`config.mk`:
```
export PLATFORM = sky130hd
export DESIGN_NAME = mem_access_unit
export DESIGN_NICKNAME = d
export VERILOG_FILES = /design/src/rtl/mem_access_unit.sv
export SDC_FILE = /design/constraint.sdc
export NUM_CORES = 1
export LEC_CHECK = 0
export BUFFER_PORTS_ARGS = -buffer_cell sky130_fd_sc_hd__buf_2
export CORE_MARGIN = 3
export CORE_UTILIZATION = 40
export DETAILED_ROUTE_END_ITERATION = 7
export MAX_ROUTING_LAYER = met4
export PLACE_DENSITY = 0.83
export SLEW_MARGIN = 20
export SYNTH_ARGS = -nofsm -noshare
export SYNTH_HDL_FRONTEND = slang
export SYNTH_SLANG_ARGS = --single-unit
```
`constraint.sdc`:
```
create_clock -name CLK -period 4.7 [get_ports CLK]
set_input_delay 0.47 -clock CLK [delete_from_list [all_inputs] [get_ports CLK]]
set_output_delay 0.47 -clock CLK [all_outputs]
set_load 0.01 [all_outputs]
```
`src/rtl/mem_access_unit.sv`:
```
// Memory-stage data-memory access: lane alignment, req/ack handshake, load extension.
// Define MEM_TIMEOUT_EN to abort a WAIT after TIMEOUT_CYCLES with a BUS_ERR_M pulse.
module mem_access_unit #(
    parameter int TIMEOUT_CYCLES = 16
) (
    input  logic        CLK,
    input  logic        RST_N,
    input  logic        MEM_W_En_M,
    input  logic [2:0]  MEM_Control_M,
    input  logic [1:0]  Result_Src_Sel_M,
    input  logic [31:0] ALU_Out_M,
    input  logic [31:0] SrcB_Reg_M,
    output logic        DMEM_Req,
    output logic        DMEM_W_En,
    output logic [31:0] DMEM_Addr,
    output logic [3:0]  DMEM_Byte_En,
    output logic [31:0] DMEM_W_Data,
    input  logic        DMEM_Ack,
    input  logic [31:0] DMEM_R_Data,
    output logic [31:0] RD_Data_M,
    output logic        STALL_M,
    output logic        MISALIGN_M,
    output logic        BUS_ERR_M
);

    typedef enum logic [1:0] {IDLE, WAIT, DONE} state_t;

    state_t      state;
    logic [31:0] cap;
    logic        bus_err;

    logic        is_load, access, is_b, is_h, is_w, uns, misalign;
    logic        go, in_wait;
    logic [3:0]  byte_en;
    logic [31:0] shifted, ext, rd_word, w_data;

    generate
        if (TIMEOUT_CYCLES < 2) begin : g_bad_timeout
            $error("TIMEOUT_CYCLES must be at least 2");
        end
    endgenerate

    assign access   = MEM_W_En_M | (Result_Src_Sel_M == 2'b01);
    assign is_load  = ~MEM_W_En_M & (Result_Src_Sel_M == 2'b01);
    // 011 and 11x fall through to word size
    assign is_b     = (MEM_Control_M[1:0] == 2'b00);
    assign is_h     = (MEM_Control_M[1:0] == 2'b01);
    assign is_w     = ~is_b & ~is_h;
    assign uns      = MEM_Control_M[2];
    assign misalign = (is_h & ALU_Out_M[0]) | (is_w & |ALU_Out_M[1:0]);

    always_comb begin
        byte_en = 4'b1111;
        w_data  = SrcB_Reg_M;
        ext     = shifted;
        unique case (1'b1)
            is_b: begin
                byte_en = 4'b0001 << ALU_Out_M[1:0];
                w_data  = {4{SrcB_Reg_M[7:0]}};
                ext     = {{24{shifted[7] & ~uns}}, shifted[7:0]};
            end
            is_h: begin
                byte_en = 4'b0011 << {ALU_Out_M[1], 1'b0};
                w_data  = {2{SrcB_Reg_M[15:0]}};
                ext     = {{16{shifted[15] & ~uns}}, shifted[15:0]};
            end
            default: ;
        endcase
    end

    assign shifted = DMEM_R_Data >> {ALU_Out_M[1:0], 3'b000};
    assign rd_word = is_load ? ext : 32'd0;

    // Gating with RST_N makes the request vanish the moment reset asserts
    assign go      = RST_N & (state == IDLE) & access & ~misalign;
    assign in_wait = RST_N & (state == WAIT);

    assign DMEM_Req     = go | in_wait;
    assign DMEM_W_En    = DMEM_Req & MEM_W_En_M;
    assign DMEM_Addr    = {ALU_Out_M[31:2], 2'b00};
    assign DMEM_Byte_En = DMEM_Req ? byte_en : 4'b0000;
    assign DMEM_W_Data  = w_data;
    assign STALL_M      = (go & ~DMEM_Ack) | in_wait;
    assign MISALIGN_M   = RST_N & (state == IDLE) & access & misalign;
    assign BUS_ERR_M    = bus_err;

    always_comb begin
        RD_Data_M = 32'd0;
        if (go & DMEM_Ack)
            RD_Data_M = rd_word;
        else if (RST_N & (state == DONE))
            RD_Data_M = cap;
    end

`ifdef MEM_TIMEOUT_EN
    localparam int CW = $clog2(TIMEOUT_CYCLES);
    localparam logic [CW-1:0] LAST = CW'(TIMEOUT_CYCLES - 1);
    logic [CW-1:0] cnt;
`endif

    always_ff @(posedge CLK or negedge RST_N) begin
        if (!RST_N) begin
            state   <= IDLE;
            cap     <= 32'd0;
            bus_err <= 1'b0;
`ifdef MEM_TIMEOUT_EN
            cnt     <= '0;
`endif
        end else begin
            bus_err <= 1'b0;
            unique case (state)
                IDLE: begin
                    if (go & ~DMEM_Ack)
                        state <= WAIT;
                end
                WAIT: begin
                    if (DMEM_Ack) begin
                        cap   <= rd_word;
                        state <= DONE;
`ifdef MEM_TIMEOUT_EN
                        cnt   <= '0;
                    end else if (cnt == LAST) begin
                        cap     <= 32'd0;
                        bus_err <= 1'b1;
                        state   <= DONE;
                        cnt     <= '0;
                    end else begin
                        cnt <= cnt + 1'b1;
`endif
                    end
                end
                DONE: state <= IDLE;
                default: state <= IDLE;
            endcase
        end
    end

endmodule

```
# == Yosys cells after proc, flatten, opt, wreduce, memory -nomap -nowiden ==
# Index checks and enable logic that the tools add are counted.
# W data, S select, Z words.
# word_totals
regBits,34
out_inout_bits,105
# classes
n_eq_ne,6
shifts,3
n_mux,10
bitwise_logic,25
reduce_logical,5
# ops
cell,count
$pmux W32 S2,2
$mux W32,3
$shr A32 B5 Y32,1
$and A1 B1 Y1,15
$pmux W4 S2,1
$eq A2 B1 Y1 const B,3
$not A1 Y1,6
$logic_not A2 Y1,2
$mux W2,2
$mux W4,1
$or A1 B1 Y1,4
$pmux W2 S2,1
$reduce_and A2 Y1,2
$shl A1 B2 Y4 const A,1
$shl A2 B2 Y4 const A,1
$eq A2 B2 Y1 const B,1
$ne A2 B1 Y1 const B,1
$ne A2 B2 Y1 const B,1
$reduce_or A2 Y1,1

# == Depth between registers and ports, before layout ==
# Gate-level depths: netlist of the first run.
# logic_depth
word_depth,10
depth_mapped,7
depth_no_buf,4

# == Worst setup path after synthesis of the first run ==
# No wires, ideal clock.
# synth_path
path_kind,input-to-output
start,in ALU_Out_M[0]
end,out RD_Data_M[13]
arrival_ns,1.779
t_required_ns,4.230
setup_slack_ns,2.451
path_stages,6
n_path_buf,3
cell_sequence,buf_2 > buf_4 > buf_2 > mux2_1 > a221oi_1 > o21ai_0
# synth_between
elab_chain_len,7
elab_cells_between_ends,12
# synth_rtl
element,line_no,source
start: declaration,11,"input logic [31:0] ALU_Out_M,"
branches (longest 6 deep; another with $shr A32 B5 Y32),-,
$mux W32 (*),89,if (go & DMEM_Ack)
end: declaration,20,"output logic [31:0] RD_Data_M,"
# Every way passes the cells marked *.

# == Worst setup path in the final report of the first run ==
# layout_path
start,reg state[1]
end,out RD_Data_M[1]
# layout_between
elab_chain_len,6
elab_cells_between_ends,9
# layout_rtl
element,line_no,source
start: declaration,28,state_t state;
start signal: assignment,103,state <= IDLE;
start signal: assignment,114,state <= WAIT;
start signal: assignment,119,state <= DONE;
$logic_not A2 Y1,75,assign go = RST_N & (state == IDLE) & access & ~misalign;
$and A1 B1 Y1 (3 in a row),75,
$and A1 B1 Y1,89,
$mux W32 (*),89,
# Mark *: on every way between the ends. The rest lies on a longest branch, timed or not.

==> run_results.csv, run 1 <==
group,metric,value,unit
run_status,status,"completed",
drt,drt_iter0_markers,149,
final_layout,stdcell_count,571,
drt,vias,3198,
worst_setup_path,cp.required,4.23,ns
floorplan,die_w,94.54,µm
worst_setup_path,path_max_fanout,23,
placed_design,port_buffers,146,
clock_tree,hold_buffers,0,
synth,synthTopCellsByArea,"dfrtp_1 27%, mux2_2 11%, buf_4 10%",
clock_tree,htree_levels,2,
clock_tree,cts_tree,"yes",
timing,finalCritPeriodShare,68.12,%
synth,syn_avg_cell_area,8.165,µm²
drt,dr.pass1.iters,4,
placed_design,place_congestion,0.8959,
worst_setup_path,max_stage_delay,0.67,ns
drt,avgViaCountPerCell,5.601,
timing,final.setup_skew,0.005548,ns
global_route,antenna_found_initial,0,
synth,synth_top_area_share,27.13,%
final_layout,drive_gt1_share,40.89,%
floorplan,coreArea,0.007408,mm²
worst_setup_path,critPathSlowestCell,"nand3_1",
worst_setup_path,arrival,2.73,ns
clock_tree,clock-sinks,34,
timing,worst_pin_slew,0.9546,ns
synth,syn_inst,384,
final_layout,regArea,850.8,µm²
synth,synth.top_cells.by_count,"56 x nand2_1, 42 x buf_4, 38 x o21ai_0",
timing,fmax,312.3,MHz
clock_tree,numCtsBuffers,5,
timing,setup-tns-final,0,ns
clock_tree,worstSkewPairLatency,0.29,ns
pwr,p_leak,1.774,nW
global_route,grt.total_usage,22.62,%
drt,drcViolationCount,0,
synth,synth_seq_cells,34,
worst_setup_path,critPathTopFamily,"simple AND/OR/NAND/NOR gates",
synth,postSynth.asyncResetShare,100.0,%
synth,ys_warn_count,0,
clock_tree,cts_buffer_depth,2,
drt,ant_nets,0,
floorplan,rows,31,
timing,slew_violations,0,
pwr,ir_worst_vdd,0.00009476,V
placed_design,dp_hpwl,7885,µm
drt,wl_per_cell,17.49,µm
placed_design,place_area,0.003586,mm²
timing,setup_viol,0,
drt,routed_wl,9989,µm
pwr,power.density,221.3,mW/mm²
synth,synth-edff-count,0,
timing,min_period,3.202,ns
worst_setup_path,cp-start-kind,"flip-flop",
synth,synth_area,0.003136,mm²
final_layout,diodes,0,
job,maxCapViolations,0,
timing,setup_ws,1.498,ns
clock_tree,cts_resized,0,
clock_tree,postCtsSetupBuffers,0,
global_route,grt_pass1_wl,15390,µm
timing,hold_viol,0,
clock_tree,clk_pin_slew,0.07,ns
final_layout,syn_to_final_growth,17.80,%
worst_setup_path,path_buf_inv,1,
worst_setup_path,cp-end-kind,"primary output",
timing,rsz0062_at_grt,"false",
placed_design,dp_slack,1.575,ns
floorplan,start_util,42.32,%
global_route,grt_max_degree,58,
final_layout,utilization,49.86,%
synth,ys.flop_type,"dfrtp_1",
placed_design,dp.cells,563,
worst_setup_path,worstPathCellList,"or3b_1 > a21oi_1 > nand3_1 > o21ai_0 > buf_2",
hold_path,min_path_type,"in2async",
floorplan,die_area,0.008937,mm²
timing,max-slew-margin-rel,36.12,%
final_layout,multi_input_area,0.001814,mm²
worst_setup_path,path_class,"reg2out",
synth,synth_most_common_cell,"nand2_1",
synth,yosys.cell_types.count,37,
synth,ys_seq_area_share,27.13,%
floorplan,die_y,94.54,µm
global_route,first_global_vias,3055,
global_route,grt_overflow,0,
synth,yosysTopAreaCell,"dfrtp_1",
final_layout,nNetsFinal,576,
floorplan,num_io_pins,210,
final_layout,fill_cells,714,
clock_tree,clockRootBuffer,"clkbuf_8",
final_layout,final_cell_area,0.003694,mm²
cell families (layout without fill, tap and decap cells):
kind of cell              Yosys count  count (layout)  synth area share, %
other                               1               3               0.1196
and+or+nand+nor                    89              89                14.09
xor gates and xnor gates            1               1               0.2794
AOI/OAI and AO/OA                 126             126                25.86
DFF                                34              34                27.14
muxes                              50              50                17.24
buffers and inverters              83             169                15.28
layout make-up:
type	instances	area share (%)
clock buffer	7	2.066
clock inverter	1	0.8130
inverter	12	1.220
multi-input combinational	269	49.12
sequential	34	23.04
tap	99	3.354
timing repair buffer	149	20.39
registers in the layout (all words and copies together) (netlist names):
register / flops
state: 2
cap: 32
power breakdown:
group / switching (W) / internal, W
Combinational: 0.000132 / 0.0000953
Sequential: 0.0000118 / 0.000313
Clock: 0.000106 / 0.000159
layout by cell type (no fill, tap or decap), types with 4 or more instances in the layout:
cell      count
a21oi_1       4
a221oi_1      7
a22oi_1      25
buf_2       146
clkbuf_8      5
dfrtp_1      34
inv_1        12
mux2_2       31
mux2i_1      18
nand2_1      56
nor2_1        9
o211ai_1      7
o21a_1        5
o21ai_0      38
o21ai_1      29
o221ai_1      9
per-stage QoR:
step / total power, W / hold WS (ns)
global placement: 0.0005519 / 0.3305
floorplan: 0.0004911 / 0.1744
global route: 0.0008563 / 0.02455
CTS: 0.0008222 / 0.02367
finish: 0.0008173 / 0.03013
detailed placement: 0.0005573 / 0.3333
metal layers:
| metal | global-route usage [%] | wire length (µm) |
|---|---|---|
| met4 | 9.615 | 323 |
| met5 | - | 0 |
| met2 | 38.83 | 5101 |
| met1 | 26.12 | 3775 |
| met3 | 3.745 | 788 |
path summary, 6_finish.rpt:
kind	startpoint	slack, ns	to	cells after the start
hold reg to reg	cap[4]	0.49	cap[4]	2
setup reg to reg	state[1]	2.84	cap[18]	5
setup / recovery	state[1]	1.50	RD_Data_M[1]	5
min in group CLK	DMEM_Ack	0.47	state[0]	2
hold / removal	RST_N	0.03	cap[7]	1
max in group asynchronous	RST_N	4.03	cap[9]	2
(Power assumes the default switching activity.)
==> inputs of run 2 (changes only) <==
- ABC_AREA: unset -> 1
- CORE_UTILIZATION: 40 -> 39
- PLACE_DENSITY: 0.83 -> 0.84
- clock period: 4.7 -> 2.71 ns (I/O delays scaled with it)
==> run 2 against run 1 <==
Against the previous run: worst hold slack lost 0.0052 ns; core utilization shrank 1.3 points; combinational power grew 83%; critical path type is now in2out.
==> run_results.csv, run 2 <==
group,metric,value,unit
timing,fmax,420.5,MHz
final_layout,layout_common_cells,"244 x nand2_1, 146 x buf_2, 60 x nand3_1",
synth,postSynth.asyncResetShare,100.0,%
synth,ys.flop_type,"dfrtp_1",
global_route,antenna_found_initial,1,
synth,yosys.cell_types.count,24,
synth,synthSimpleGateAreaFrac,43.75,%
clock_tree,numCtsBuffers,5,
worst_setup_path,rrSetupSlack,1.13,ns
synth,yosysTopAreaCell,"nand2_1",
synth,synth_area,0.003221,mm²
worst_setup_path,reg2reg_from,"state[0]",
synth,synth_fa_ha_area_share,0,%
final_layout,utilization,48.54,%
final_layout,drive_gt1_share,27.39,%
worst_setup_path,r2r_end,"cap[27]",
worst_setup_path,max_stage_delay,0.47,ns
placed_design,dp_hpwl,8675,µm
worst_setup_path,path_class,"in2out",
drt,wl_per_cell,15.05,µm
worst_setup_path,critPathSlowestCell,"nand3_2",
global_route,first_global_vias,3653,
worst_setup_path,ff2ff_path_depth,5,
drt,drcViolationCount,0,
pwr,ir_worst_vdd,0.0002682,V
worst_setup_path,cp-startpoint,"MEM_Control_M[1]",
synth,ys_warn_count,0,
clock_tree,cts_buffer_depth,2,
drt,vias,3793,
final_layout,stdcell_count,742,
synth,ys_seq_area_share,26.42,%
synth,synth_mux_area_share,0,%
final_layout,multi_input_area,0.001773,mm²
global_route,grt.total_usage,24.12,%
clock_tree,clk_pin_slew,0.08,ns
clock_tree,hold_buffers,0,
drt,avgViaCountPerCell,5.112,
global_route,grt_overflow,0,
drt,routed_wl,11170,µm
clock_tree,cts_resized,0,
pwr,power.density,412.7,mW/mm²
synth,synth-edff-count,0,
timing,max-slew-margin-rel,37.92,%
timing,slew_violations,0,
clock_tree,postCtsSetupBuffers,0,
synth,synth_top_area_share,28.44,%
global_route,grt_pass1_wl,18230,µm
floorplan,start_util,40.83,%
worst_setup_path,path_max_fanout,32,
synth,syn_inst,546,
placed_design,place_congestion,0.9581,
worst_setup_path,cp-start-kind,"primary input",
drt,drt_iter0_markers,296,
worst_setup_path,path_common_cell,"nand2_1",
synth,synth_compound_area_share,10.80,%
synth,synthTopCellsByArea,"nand2_1 28%, dfrtp_1 26%, buf_4 12%",
final_layout,largest_reg_flops,32,
worst_setup_path,cp.required,2.44,ns
clock_tree,cts_tree,"yes",
final_layout,syn_to_final_growth,18.88,%
clock_tree,clock-sinks,34,
floorplan,coreArea,0.007888,mm²
synth,synth_top_family_by_area,"simple AND/OR/NAND/NOR gates",
synth,synth.top_cells.by_count,"244 x nand2_1, 60 x nand3_1, 50 x buf_4",
floorplan,die_w,96.88,µm
drt,ant_nets,0,
floorplan,die_area,0.009385,mm²
run_status,status,"completed",
clock_tree,htree_levels,2,
worst_setup_path,worstPathCellList,"buf_2 > inv_2 > nand2_1 > nor2_1 > nand2_1 > nand3_2 > nand3_1 > nand2_1 > buf_2",
final_layout,layout_commonest_cell,"nand2_1",
drt,dr.pass1.iters,6,
clock_tree,clockRootBuffer,"clkbuf_8",
final_layout,fill_cells,826,
global_route,grt_max_degree,36,
timing,rsz0062_at_grt,"false",
final_layout,regArea,850.8,µm²
floorplan,num_io_pins,210,
synth,synth_seq_cells,34,
worst_setup_path,endpoint,"RD_Data_M[26]",
timing,min_period,2.378,ns
worst_setup_path,cp-end-kind,"primary output",
timing,worst_pin_slew,0.9302,ns
timing,finalCritPeriodShare,87.76,%
timing,final.setup_skew,0.005992,ns
pwr,p_leak,2.372,nW
clock_tree,worstSkewPairLatency,0.30,ns
job,maxCapViolations,0,
final_layout,top_register,"cap",
synth,synth_xor_area_share,0,%
timing,hold_viol,0,
timing,setup_viol,0,
synth,syn_avg_cell_area,5.899,µm²
timing,setup-tns-final,0,ns
worst_setup_path,arrival,2.11,ns
placed_design,dp.cells,733,
final_layout,nNetsFinal,743,
synth,synth_most_common_cell,"nand2_1",
floorplan,rows,32,
hold_path,min_path_type,"in2async",
floorplan,die_y,96.88,µm
final_layout,top_regs,"cap (32), state (2)",
placed_design,port_buffers,146,
==> run 2: cell types whose count changed after synthesis, moves of 22 or more <==
cell	before	now
mux2_2	31	0
nand3_1	3	60
nand2_1	56	244
inv_1	12	34
o21ai_1	29	0
==> run 2: worst min-delay path by stage <==
stage,cells past startpoint,startpoint,slack (ns),to
floorplan,0,RST_N,-0.02,cap[0]
global placement,2,RST_N,0.35,state[0]
detailed placement,2,RST_N,0.36,state[0]
CTS,2,RST_N,0.04,state[0]
global route,2,RST_N,0.06,cap[23]
finish,2,RST_N,0.02,state[1]
==> run 2: final cells by class <==
cell class | instances | share of cell area, %
timing repair buffer | 154 | 20.65
inverter | 37 | 3.693
tap | 102 | 3.333
clock buffer | 6 | 2.157
sequential | 34 | 22.22
multi-input combinational | 406 | 46.31
antenna | 1 | 0.06536
clock inverter | 2 | 1.569
==> run 2: cells by family (layout without fill, tap and decap cells) <==
kind of cell | count (synthesis) | in the layout
and+or+nand+nor | 340 | 340
buffers and inverters | 108 | 199
AOI/OAI and AO/OA | 63 | 63
DFF | 34 | 34
other | 1 | 4
==> run 2: routing by layer <==
metal	part of all wire [%]	global-route usage, %
met4	1.7	7.235
met5	0	-
met2	45	36.25
met1	46	33.08
met3	7.4	4.470
==> run 2: worst max-delay path, delay by kind of cell <==
family / cells / cell delay (ns)
buffers and inverters: 3 / 0.56
and+or+nand+nor: 6 / 1.28
==> run 2: stage by stage <==
| stage | setup WS [ns] | area, µm² | hold slack, ns | total power, W |
|---|---|---|---|---|
| final | 0.3318 | 3829 | 0.02495 | 0.001580 |
| after global routing | 0.07890 | 3829 | 0.05528 | 0.001655 |
| after CTS | 0.3675 | 3826 | 0.03519 | 0.001577 |
| after detailed placement | 0.3706 | 3684 | 0.3577 | 0.0009817 |
| after global placement | 0.4794 | 3684 | 0.3504 | 0.0009745 |
| after floorplan | 1.168 | 3228 | -0.02459 | 0.0008654 |
==> run 2: where the power goes <==
group	leakage (nW)	total (W)	switching (W)	internal [W]
logic	1.83	0.000415	0.000270	0.000145
clock network	0.0714	0.000602	0.000209	0.000393
registers	0.468	0.000563	0.0000188	0.000544
total	2.37	0.00158	0.000498	0.00108
==> inputs of run 3 (changes only) <==
- ABC_AREA: 1 -> unset
- PLACE_DENSITY: 0.84 -> 0.85
==> run 3 against run 2 <==
Against the previous run: total power down 8.7%; core utilization up 0.35 points; routed wire length down 5.9%; critical endpoint is now RD_Data_M[13].
==> run_results.csv, run 3 (synthesized netlist as in run 1, its figures left out) <==
group,metric,value,unit
run_status,status,"completed",
worst_setup_path,rrSetupSlack,1.13,ns
floorplan,rows,32,
timing,setup-tns-final,0,ns
final_layout,drive_gt1_share,42.12,%
final_layout,layout_commonest_cell,"buf_2",
floorplan,num_io_pins,210,
drt,routed_wl,10510,µm
placed_design,dp_slack,0.4280,ns
job,maxCapViolations,0,
worst_setup_path,r2r_end,"cap[27]",
worst_setup_path,reg2reg_from,"state[1]",
worst_setup_path,cp-start-kind,"flip-flop",
final_layout,final_cell_area,0.003797,mm²
pwr,p_clk_share,32.8,%
placed_design,place_area,0.003665,mm²
drt,dr.pass1.iters,5,
timing,finalCritPeriodShare,91.68,%
worst_setup_path,cp.required,2.44,ns
final_layout,top_regs,"cap (32), state (2)",
pwr,switchingPower,0.0004321,W
timing,worst_pin_slew,0.5628,ns
placed_design,dp_hpwl,8183,µm
pwr,p_comb_share,28.1,%
pwr,internal_power,0.001010,W
drt,drt_iter0_markers,356,
global_route,antenna_found_initial,4,
placed_design,port_buffers,146,
worst_setup_path,cp-end-kind,"primary output",
global_route,grt_max_degree,33,
global_route,grt.total_usage,23.70,%
pwr,power.share.switching,29.96,%
floorplan,start_util,40.37,%
timing,setup_viol,0,
hold_path,min_path_type,"in2async",
timing,rsz0062_at_grt,"false",
global_route,first_global_vias,3234,
timing,min_period,2.485,ns
clock_tree,clock-sinks,34,
timing,final.setup_skew,0.008662,ns
final_layout,syn_to_final_growth,21.11,%
drt,avgViaCountPerCell,5.699,
drt,vias,3351,
clock_tree,htree_levels,2,
floorplan,die_area,0.009152,mm²
clock_tree,numCtsBuffers,5,
worst_setup_path,arrival,2.21,ns
final_layout,nNetsFinal,587,
clock_tree,cts_buffer_depth,2,
clock_tree,clockRootBuffer,"clkbuf_8",
clock_tree,cts_resized,0,
drt,ant_nets,0,
final_layout,top_register,"cap",
timing,fmax,402.5,MHz
placed_design,place_congestion,0.8900,
clock_tree,worstSkewPairLatency,0.29,ns
worst_setup_path,path_class,"reg2out",
global_route,grt_overflow,0,
clock_tree,cts_tree,"yes",
pwr,p_leak,1.833,nW
worst_setup_path,cp-startpoint,"state[1]",
drt,drcViolationCount,0,
floorplan,die_y,95.67,µm
clock_tree,clk_pin_slew,0.07,ns
worst_setup_path,path_max_fanout,7,
global_route,grt_pass1_wl,16300,µm
timing,hold_viol,0,
floorplan,coreArea,0.007767,mm²
pwr,ir_worst_vdd,0.0002866,V
timing,slew_violations,0,
final_layout,largest_reg_flops,32,
pwr,seq_power_share,39.1,%
timing,setup_ws,0.2254,ns
pwr,power.density,379.9,mW/mm²
drt,wl_per_cell,17.88,µm
floorplan,die_w,95.67,µm
final_layout,layout_common_cells,"146 x buf_2, 56 x nand2_1, 38 x o21ai_0",
timing,max-slew-margin-rel,62.48,%
worst_setup_path,ff2ff_path_depth,5,
==> run 3: cell count changes in the layout (fill, tap and decap cells not counted), moves of 16 or more <==
cell,delta
mux2i_1,+18
nand2_1,-188
inv_1,-22
a22oi_1,+18
nand3_1,-57
a21oi_1,-18
mux2_2,+31
nor2_1,-16
o21ai_1,+29
==> run 3: power by group through the flow <==
stage / Combinational, W / Clock [W] / Sequential (W)
final: 0.000406 / 0.000473 / 0.000564
after global routing: 0.000447 / 0.000505 / 0.000568
after detailed placement: 0.000400 / 0 / 0.000573
after floorplan: 0.000284 / 0 / 0.000567
after CTS: 0.000404 / 0.000476 / 0.000564
after global placement: 0.000390 / 0 / 0.000570
==> run 3: how the worst max path moves through the flow <==
| stage | endpoint | cells past startpoint |
|---|---|---|
| floorplan | RD_Data_M[13] | 4 |
| global placement | RD_Data_M[15] | 7 |
| detailed placement | RD_Data_M[13] | 7 |
| CTS | RD_Data_M[13] | 5 |
| global route | RD_Data_M[13] | 5 |
| finish | RD_Data_M[13] | 5 |
==> run 3: layout make-up <==
class                      count  area (µm²)
sequential                    34       850.8
fill                         745        3970
clock buffer                   6       82.58
timing repair buffer         160       838.3
tap                          102       127.6
multi-input combinational    269        1813
antenna                        4       10.01
clock inverter                 1       30.03
inverter                      12       45.04
==> run 3: critical path, stage by stage, from the launching register on <==
cell and delay (ns):
dfrtp_1 0.42, or3b_1 0.45, a2111oi_4 0.37, nand4_2 0.27, o21ai_0 0.25, buf_2 0.17
==> run 3: timing repair <==
| action | 4_1_cts | 5_1_grt |
|---|---|---|
| hold buffers | 1 | 0 |
| endpoints found under the hold margin | 2 | 0 |
| buffers inserted | 0 | 0 |
==> run 3: routing by layer <==
| layer | track usage [%] | part of all wire, % | up-vias |
|---|---|---|---|
| met2 | 38.62 | 50 | 220 |
| met5 | - | 0 | - |
| met1 | 27.92 | 37 | 1551 |
| li1 | - | - | 1543 |
| met4 | 11.73 | 3.6 | 0 |
| met3 | 4.499 | 9.4 | 37 |
==> run 3: stage by stage <==
step | util [%] | total power (W) | cells | hold WS, ns
floorplan | - | 0.0008517 | 386 | -0.02459
global placement | 47.18 | 0.0009594 | 576 | 0.09075
detailed placement | 47.18 | 0.0009733 | 576 | 0.09272
CTS | 48.76 | 0.001443 | 584 | 0.09057
global route | 48.89 | 0.001520 | 588 | 0.1170
finish | 48.89 | 0.001442 | 588 | 0.07975
